## config.mk

```make
export PLATFORM = sky130hd
export DESIGN_NAME = sobel_scan_ctrl_flat
export DESIGN_NICKNAME = d
export VERILOG_FILES = /design/src/rtl/sobel_scan_ctrl_if.sv /design/src/rtl/sobel_scan_ctrl.sv /design/src/flat_wrapper.sv
export SDC_FILE = /design/constraint.sdc
export NUM_CORES = 1
export LEC_CHECK = 0
export CAP_MARGIN = 20
export CORE_MARGIN = 3
export CORE_UTILIZATION = 60
export CTS_BUF_LIST = sky130_fd_sc_hd__clkbuf_2 sky130_fd_sc_hd__clkbuf_4 sky130_fd_sc_hd__clkbuf_8
export DETAILED_ROUTE_END_ITERATION = 10
export GPL_ROUTABILITY_DRIVEN = 0
export PLACE_DENSITY_LB_ADDON = 0.15
export SKIP_LAST_GASP = 1
export SYNTH_ARGS = -nofsm -noshare
export SYNTH_HDL_FRONTEND = slang
export SYNTH_SLANG_ARGS = --single-unit
```

## constraint.sdc

```tcl
create_clock -name clk -period 4.5 [get_ports clk]
set_input_delay 1.35 -clock clk [delete_from_list [all_inputs] [get_ports clk]]
set_output_delay 1.35 -clock clk [all_outputs]
set_load 0.01 [all_outputs]
```

## src/rtl/sobel_scan_ctrl_if.sv

```systemverilog
// Handshake and status bundle for the Sobel raster-scan controller.
// The master is the upstream pixel source; the slave is the controller itself.
interface sobel_scan_ctrl_if #(
    parameter int DIM_BITS = 10
);
    logic                start;
    logic                abort;
    logic [DIM_BITS-1:0] img_width;
    logic [DIM_BITS-1:0] img_height;
    logic                pixel_valid;
    logic                pixel_ready;
    logic [DIM_BITS-1:0] col;
    logic [DIM_BITS-1:0] row;
    logic                window_valid;
    logic                busy;
    logic                frame_done;
    logic                cfg_err;

    modport master (
        output start,
        output abort,
        output img_width,
        output img_height,
        output pixel_valid,
        input  pixel_ready,
        input  col,
        input  row,
        input  window_valid,
        input  busy,
        input  frame_done,
        input  cfg_err
    );

    modport slave (
        input  start,
        input  abort,
        input  img_width,
        input  img_height,
        input  pixel_valid,
        output pixel_ready,
        output col,
        output row,
        output window_valid,
        output busy,
        output frame_done,
        output cfg_err
    );
endinterface

```

## src/rtl/sobel_scan_ctrl.sv

```systemverilog
// Raster-scan controller for a 3x3 Sobel window: tracks the pixel position in a
// frame and flags every accepted pixel that closes a complete 3x3 neighbourhood.
module sobel_scan_ctrl #(
    parameter int DIM_BITS = 10
) (
    input logic              clk,
    input logic              n_rst,
    sobel_scan_ctrl_if.slave bus
);
    typedef enum logic [1:0] {
        IDLE = 2'd0,
        FILL = 2'd1,
        RUN  = 2'd2,
        DONE = 2'd3
    } state_e;

    state_e              state_q, state_d;
    logic [DIM_BITS-1:0] width_q, width_d;
    logic [DIM_BITS-1:0] height_q, height_d;
    logic [DIM_BITS-1:0] col_q, col_d;
    logic [DIM_BITS-1:0] row_q, row_d;
    logic                window_valid_q, window_valid_d;
    logic                cfg_err_q, cfg_err_d;

    logic in_frame;
    logic accept;
    logic dims_ok;
    logic col_last;
    logic row_last;

    assign in_frame = (state_q == FILL) || (state_q == RUN);
    assign accept   = bus.pixel_valid && in_frame;
    assign dims_ok  = (bus.img_width >= DIM_BITS'(3)) && (bus.img_height >= DIM_BITS'(3));
    assign col_last = (col_q == width_q - DIM_BITS'(1));
    assign row_last = (row_q == height_q - DIM_BITS'(1));

    always_ff @(posedge clk or negedge n_rst) begin
        if (!n_rst) begin
            state_q        <= IDLE;
            width_q        <= '0;
            height_q       <= '0;
            col_q          <= '0;
            row_q          <= '0;
            window_valid_q <= 1'b0;
            cfg_err_q      <= 1'b0;
        end else begin
            state_q        <= state_d;
            width_q        <= width_d;
            height_q       <= height_d;
            col_q          <= col_d;
            row_q          <= row_d;
            window_valid_q <= window_valid_d;
            cfg_err_q      <= cfg_err_d;
        end
    end

    // Abort outranks everything, including an accept in the same cycle, so a
    // cancelled frame never emits a trailing window or completion pulse.
    always_comb begin
        state_d        = state_q;
        width_d        = width_q;
        height_d       = height_q;
        col_d          = col_q;
        row_d          = row_q;
        window_valid_d = 1'b0;
        cfg_err_d      = 1'b0;

        if (bus.abort) begin
            state_d = IDLE;
            col_d   = '0;
            row_d   = '0;
        end else begin
            case (state_q)
                IDLE: begin
                    if (bus.start) begin
                        if (dims_ok) begin
                            width_d  = bus.img_width;
                            height_d = bus.img_height;
                            col_d    = '0;
                            row_d    = '0;
                            state_d  = FILL;
                        end else begin
                            cfg_err_d = 1'b1;
                        end
                    end
                end
                FILL, RUN: begin
                    if (accept) begin
                        window_valid_d = (row_q >= DIM_BITS'(2)) && (col_q >= DIM_BITS'(2));
                        if (col_last) begin
                            col_d = '0;
                            if ((state_q == RUN) && row_last) begin
                                row_d   = '0;
                                state_d = DONE;
                            end else begin
                                row_d = row_q + DIM_BITS'(1);
                                if ((state_q == FILL) && (row_q == DIM_BITS'(1))) begin
                                    state_d = RUN;
                                end
                            end
                        end else begin
                            col_d = col_q + DIM_BITS'(1);
                        end
                    end
                end
                DONE: begin
                    state_d = IDLE;
                end
                default: begin
                    state_d = IDLE;
                end
            endcase
        end
    end

    always_comb begin
        bus.pixel_ready  = in_frame;
        bus.busy         = in_frame;
        bus.frame_done   = (state_q == DONE);
        bus.window_valid = window_valid_q;
        bus.cfg_err      = cfg_err_q;
        bus.col          = col_q;
        bus.row          = row_q;
    end
endmodule

```

## src/flat_wrapper.sv

```systemverilog
// flat-port wrapper written by rule: the top's interface ports become plain ports
module sobel_scan_ctrl_flat 
#(
    parameter int DIM_BITS = 10
)
  (clk, n_rst, bus_start, bus_abort, bus_img_width, bus_img_height, bus_pixel_valid, bus_pixel_ready, bus_col, bus_row, bus_window_valid, bus_busy, bus_frame_done, bus_cfg_err);
  sobel_scan_ctrl_if #(.DIM_BITS(DIM_BITS)) bus_i ();
  input logic clk;
  input logic n_rst;
  input wire logic [$bits(bus_i.start)-1:0] bus_start;
  input wire logic [$bits(bus_i.abort)-1:0] bus_abort;
  input wire logic [$bits(bus_i.img_width)-1:0] bus_img_width;
  input wire logic [$bits(bus_i.img_height)-1:0] bus_img_height;
  input wire logic [$bits(bus_i.pixel_valid)-1:0] bus_pixel_valid;
  output wire logic [$bits(bus_i.pixel_ready)-1:0] bus_pixel_ready;
  output wire logic [$bits(bus_i.col)-1:0] bus_col;
  output wire logic [$bits(bus_i.row)-1:0] bus_row;
  output wire logic [$bits(bus_i.window_valid)-1:0] bus_window_valid;
  output wire logic [$bits(bus_i.busy)-1:0] bus_busy;
  output wire logic [$bits(bus_i.frame_done)-1:0] bus_frame_done;
  output wire logic [$bits(bus_i.cfg_err)-1:0] bus_cfg_err;
  assign bus_i.start = bus_start;
  assign bus_i.abort = bus_abort;
  assign bus_i.img_width = bus_img_width;
  assign bus_i.img_height = bus_img_height;
  assign bus_i.pixel_valid = bus_pixel_valid;
  assign bus_pixel_ready = bus_i.pixel_ready;
  assign bus_col = bus_i.col;
  assign bus_row = bus_i.row;
  assign bus_window_valid = bus_i.window_valid;
  assign bus_busy = bus_i.busy;
  assign bus_frame_done = bus_i.frame_done;
  assign bus_cfg_err = bus_i.cfg_err;
  sobel_scan_ctrl #(.DIM_BITS(DIM_BITS)) u_core (.clk(clk), .n_rst(n_rst), .bus(bus_i));
endmodule
```

# After elaboration in Yosys (flattened, before gate mapping)

Index checks and enable logic that the tools add are counted.

Bits of input ports: 25
Logic and storage cells: 66
Output and inout bits: 25
Bits in registers: 44

Reduce and logical (&&, ||, !) cells: 13
Bitwise gates (word level): 1
Order comparisons: 4
Multiplexer cells: 26
Equal/unequal tests: 11
Add/subtract/negate cells: 4

Operator list:

| cell                                                                                  | count |
|---|---|
| 10-bit 2-to-1 mux                                                                     | 9 |
| 10-bit by 2-bit greater-or-equal comparator with 1-bit output (second input constant) | 4 |
| 10-bit case mux with 2 select lines                                                   | 2 |
| 10-bit by 1-bit adder with 10-bit output (second input constant)                      | 2 |
| 10-bit equality test                                                                  | 2 |
| 10-bit by 1-bit subtractor with 10-bit output (second input constant)                 | 2 |
| 2-bit 2-to-1 mux                                                                      | 7 |
| 10-bit by 1-bit equality test with 1-bit output (second input constant)               | 1 |
| 5-bit AND reduction                                                                   | 2 |
| 3-bit by 2-bit inequality test with 1-bit output (second input constant)              | 3 |
| 4-bit AND reduction                                                                   | 2 |
| 1-bit 2-to-1 mux                                                                      | 7 |
| 2-bit case mux with 3 select lines                                                    | 1 |
| 1-bit logical AND                                                                     | 5 |
| 2-bit equality test (second input constant)                                           | 2 |
| 4-bit by 2-bit inequality test with 1-bit output (second input constant)              | 1 |
| 3-bit inequality test (second input constant)                                         | 1 |
| 3-bit nonzero test                                                                    | 1 |
| 2-bit by 1-bit equality test with 1-bit output (second input constant)                | 1 |
| 2-bit zero test                                                                       | 1 |
| 2-bit OR reduction                                                                    | 1 |
| 1-bit logical OR                                                                      | 1 |
| 1-bit inverter                                                                        | 1 |

# Depth between registers and ports, before layout

Depth after elaboration: 8
Mapped depth: 11
Mapped depth without buffers: 9

# Least setup slack after synthesis

OpenSTA, ideal clock, no wires.

Path kind: in2reg
From: in bus_img_height[8]
To: reg u_core.row_q[3] (netlist: u_core.bus.row[3])
Stages: 8
Setup time: 0.096 ns
Path slack: 1.461 ns
Buffers on the path: 2
Data required time: 4.404 ns
Arrival: 2.943 ns
Path through: nor4_1 -> nand3_1 -> a31oi_1 -> o21ba_2 -> clkbuf_1 -> clkbuf_1 -> o31ai_1 -> o31ai_1

Word-level cells in the longest chain between the ends: 4

RTL lines:

| item                                                          | RTL line              | source |
|---|---|---|
| start: declaration                                            | flat_wrapper.sv:13    | `input wire logic [$bits(bus_i.img_height)-1:0] bus_img_height;` |
| 10-bit by 2-bit greater-or-equal comparator with 1-bit output | sobel_scan_ctrl.sv:33 | `assign dims_ok = (bus.img_width >= DIM_BITS'(3)) && (bus.img_height >= DIM_BITS'(3));` |
| 1-bit logical AND                                             | sobel_scan_ctrl.sv:33 |  |
| 3-bit by 2-bit inequality test with 1-bit output (no line)    | n/a                   |  |
| 5-bit AND reduction (no line)                                 | n/a                   |  |
| end signal: assignment                                        | sobel_scan_ctrl.sv:51 | `row_q <= row_d;` |
| end: declaration                                              | sobel_scan_ctrl.sv:21 | `logic [DIM_BITS-1:0] row_q, row_d;` |

No other way between the ends.
A chain may end at the register's enable or synchronous reset.

# Worst setup path after layout

From: in bus_img_height[9]
To: reg u_core.row_q[8] (netlist: u_core.bus.row[8])

The elaborated chain is that of the path after synthesis.

==> results_dict.tcl <==
set metrics [dict create \
    netlist_area_mm2 0.003008 \
    finalNonFillerCells 422 \
    async_flop_share_pct 100.0 \
    io_pins 50 \
    slew_violations 0 \
    worst_path_largest_cell_delay_ps 490 \
    ys_types 61 \
    totalWireLength_mm 6.936 \
    post_cts_resized 0 \
    required_ps 4690 \
    status "finished, final reports clean" \
    yosysWarnings 0 \
    stdcell_area_mm2 0.003617 \
    leakagePower_nw 1.490 \
    cts_tree "yes" \
    slew_headroom_pct 35.76 \
    postPlaceCellArea_mm2 0.003520 \
    grt_usage_pct 24.86 \
    die_h_um 76.81 \
    fillers 354 \
    seq_area_frac_synth_pct 36.61 \
    worstSetupStartpointType "primary input" \
    core_mm2 0.004786 \
    diodes 0 \
    layout_commonest_cell "clkdlybuf4s50_1" \
    die_w_um 76.81 \
    h-tree-depth 2 \
    fin_total_pwr_mw 1.360 \
    fin_nets 390 \
    final-hold-violation-count 0 \
    via_count 2653 \
    drv_cap 0 \
    clock_latency_ps 300 \
    start_util_pct 62.85 \
    post_cts.repair.setup_buffers 0 \
    synth_top_cells_by_area "dfrtp_1 (37%), mux2_2 (7.9%), ha_1 (4.6%)" \
    synth_edf_count 0 \
    rr_worst_depth 8 \
    ys_ff_latch 44 \
    arrival_ps 3650 \
    holdBufCountCts 0 \
    timing.rr.end "u_core.state_q[0]$_DFFE_PN0P_" \
    grt_pass1_vias 2539 \
    dp_cells 414 \
    min_period_ps 3464 \
    finalSetupViolCount 0 \
    clock-sinks 44 \
    path_class "primary input to flop" \
    numPortBuffers 49 \
    finalClockSkew_ps 5.337 \
    fmax_mhz 288.7 \
    root_buffer "clkbuf_8" \
    whs_path_depth 1 \
    clk_pin_slew_ps 80 \
    synth_top_cell_area_share_pct 36.61 \
    syn_to_final_growth_pct 20.26 \
    ant_nets 0 \
    grt_overflow 0 \
    ctsLongestPathBuffers 2 \
    hold-worst-slack_ps 549.6 \
    placementRows 25 \
    path_max_fanout 20 \
    synth_fp_nets 347 \
    drc 0 \
    drive_gt1_share_pct 11.83 \
    rsz0062_at_grt "false" \
    firstDrtPassIters 5 \
    drt_iter0_drc 351 \
    hold_start "u_core.width_q[1]$_DFFE_PN0P_" \
    path_cells "clkdlybuf4s50_1 > nor4_1 > nand3_1 > a31oi_1 > o21ba_2 > or4_1 > o21ai_0 > a22o_1" \
    synthesis.instances 311 \
    final_cell_mix "clkdlybuf4s50_1 (48), dfrtp_1 (44), mux2_2 (21)" \
    synth_top_area_cell "dfrtp_1" \
    ys.flop_type "dfrtp_1" \
    grt_pass1_wl_mm 12.07 \
    ir_drop_mv 0.2736 \
    antenna_found_initial 0 \
    fin_crit_sh_pct 76.97 \
    worstMarginPinSlew_ps 963.5 \
    hold_path.class "flop to flop" \
    r2r_setup_slack_ps 1420 \
    avgRoutedWirePerCell_um 16.44 \
    p_per_area_mw_per_mm2 376.0 \
    hold_path_end "u_core.width_q[1]$_DFFE_PN0P_" \
    avgSynthCellArea_um2 9.672 \
    vias_per_cell 6.287 \
    fin_setup_tns_ps 0 \
    grt_start_max_net_pins 45 \
    die_area_mm2 0.005899 \
    cts_made_buffers 5 \
    reg2reg_from "u_core.height_q[0]$_DFFE_PN0P_" \
    critPathSlowestCell "o21ba_2" \
    dpl.hpwl_mm 5.190 \
    cp-end-kind "flop" \
]
## Yosys cell counts, types with 2 or more instances
| cell | instances |
|---|---|
| mux2_2 | 21 |
| and3_1 | 5 |
| o2111ai_1 | 2 |
| or3_1 | 2 |
| mux2i_1 | 7 |
| o31ai_1 | 9 |
| xnor2_1 | 8 |
| o21ai_0 | 9 |
| and3b_1 | 3 |
| nor3b_1 | 5 |
| nor4_1 | 9 |
| ha_1 | 11 |
| nor2_1 | 15 |
| nand2_1 | 15 |
| o22ai_1 | 4 |
| nand3_1 | 19 |
| o21a_1 | 3 |
| nand4_1 | 6 |
| nand2b_1 | 4 |
| o31a_1 | 2 |
| a211oi_1 | 8 |
| o211ai_1 | 2 |
| a21boi_0 | 2 |
| or4_1 | 6 |
| dfrtp_1 | 44 |
| clkbuf_1 | 10 |
| xor2_1 | 12 |
| nor3_1 | 4 |
| a21o_1 | 3 |
| a21oi_1 | 6 |
| nand3b_1 | 2 |
| a31oi_1 | 4 |
| a22o_1 | 3 |
| inv_1 | 19 |
## power by group
part / internal (mW) / switching (mW) / total (mW)
clock network: 0.137 / 0.131 / 0.268
logic: 0.250 / 0.264 / 0.514
registers: 0.466 / 0.112 / 0.578
total: 0.853 / 0.507 / 1.36
## worst max-delay path by stage
| stage | end | cells after the start | from |
|---|---|---|---|
| 2_1_floorplan | u_core.bus.row[3]$_DFFE_PN0P_ | 8 | bus_img_height[8] |
| 3_3_place_gp | u_core.bus.row[8]$_DFFE_PN0P_ | 8 | bus_img_height[6] |
| 3_5_place_dp | u_core.bus.row[8]$_DFFE_PN0P_ | 8 | bus_img_height[9] |
| 4_1_cts | u_core.bus.row[8]$_DFFE_PN0P_ | 8 | bus_img_height[9] |
| 5_1_grt | u_core.bus.row[8]$_DFFE_PN0P_ | 8 | bus_img_height[9] |
| 6_report | u_core.bus.row[8]$_DFFE_PN0P_ | 8 | bus_img_height[9] |
## layer usage
| layer | GRT usage, % | wire [µm] | share of wire [%] |
|---|---|---|---|
| met1 | 35.14 | 3180 | 46 |
| met2 | 39.20 | 3226 | 47 |
| met3 | 4.225 | 466 | 6.7 |
| met4 | 7.065 | 64 | 0.92 |
| met5 | 0 | 0 | 0 |
## state kept, by name, summed over array words and instances (netlist names)
name,flops
u_core.bus.col,10
u_core.width_q,10
u_core.bus.row,10
u_core.bus.cfg_err,1
u_core.state_q,2
u_core.bus.window_valid,1
u_core.height_q,10
## kinds of logic (layout without fill, tap and decap cells)
group                      Yosys count  after routing  share of synthesized area [%]
and+or+nand+nor                    103            103                          19.63
xor gates and xnor gates            20             20                          5.824
adders and majority gates           11             11                          4.576
buffers and inverters               34             78                          4.659
AOI/OAI and AO/OA                   70             70                          18.14
DFF                                 44             44                          36.61
muxes                               29             29                          10.57
## area by class of cell
type	instances	area, µm²	area share [%]
flip-flops and latches	44	1101	30.44
multi-input cells	233	1767	48.84
clock buffers	8	97.59	2.698
inverters	20	75.07	2.075
well taps	67	83.83	2.318
repair buffers	50	493.0	13.63
## worst max-delay path: cells and delay by family
| kind | cells | cell delay [ps] |
|---|---|---|
| AOI/OAI and AO/OA | 4 | 1180 |
| and+or+nand+nor | 3 | 690 |
| buffers and inverters | 1 | 420 |
## stage by stage
step                      setup WS [ps]  utilization [%]
final                              1036            75.58
after global placement            865.4            73.54
after floorplan                    1461                -
after CTS                          1065            75.58
after global routing              888.4            75.58
after detailed placement          764.5            73.54
Note: power is estimated with default switching activity, not from simulation.
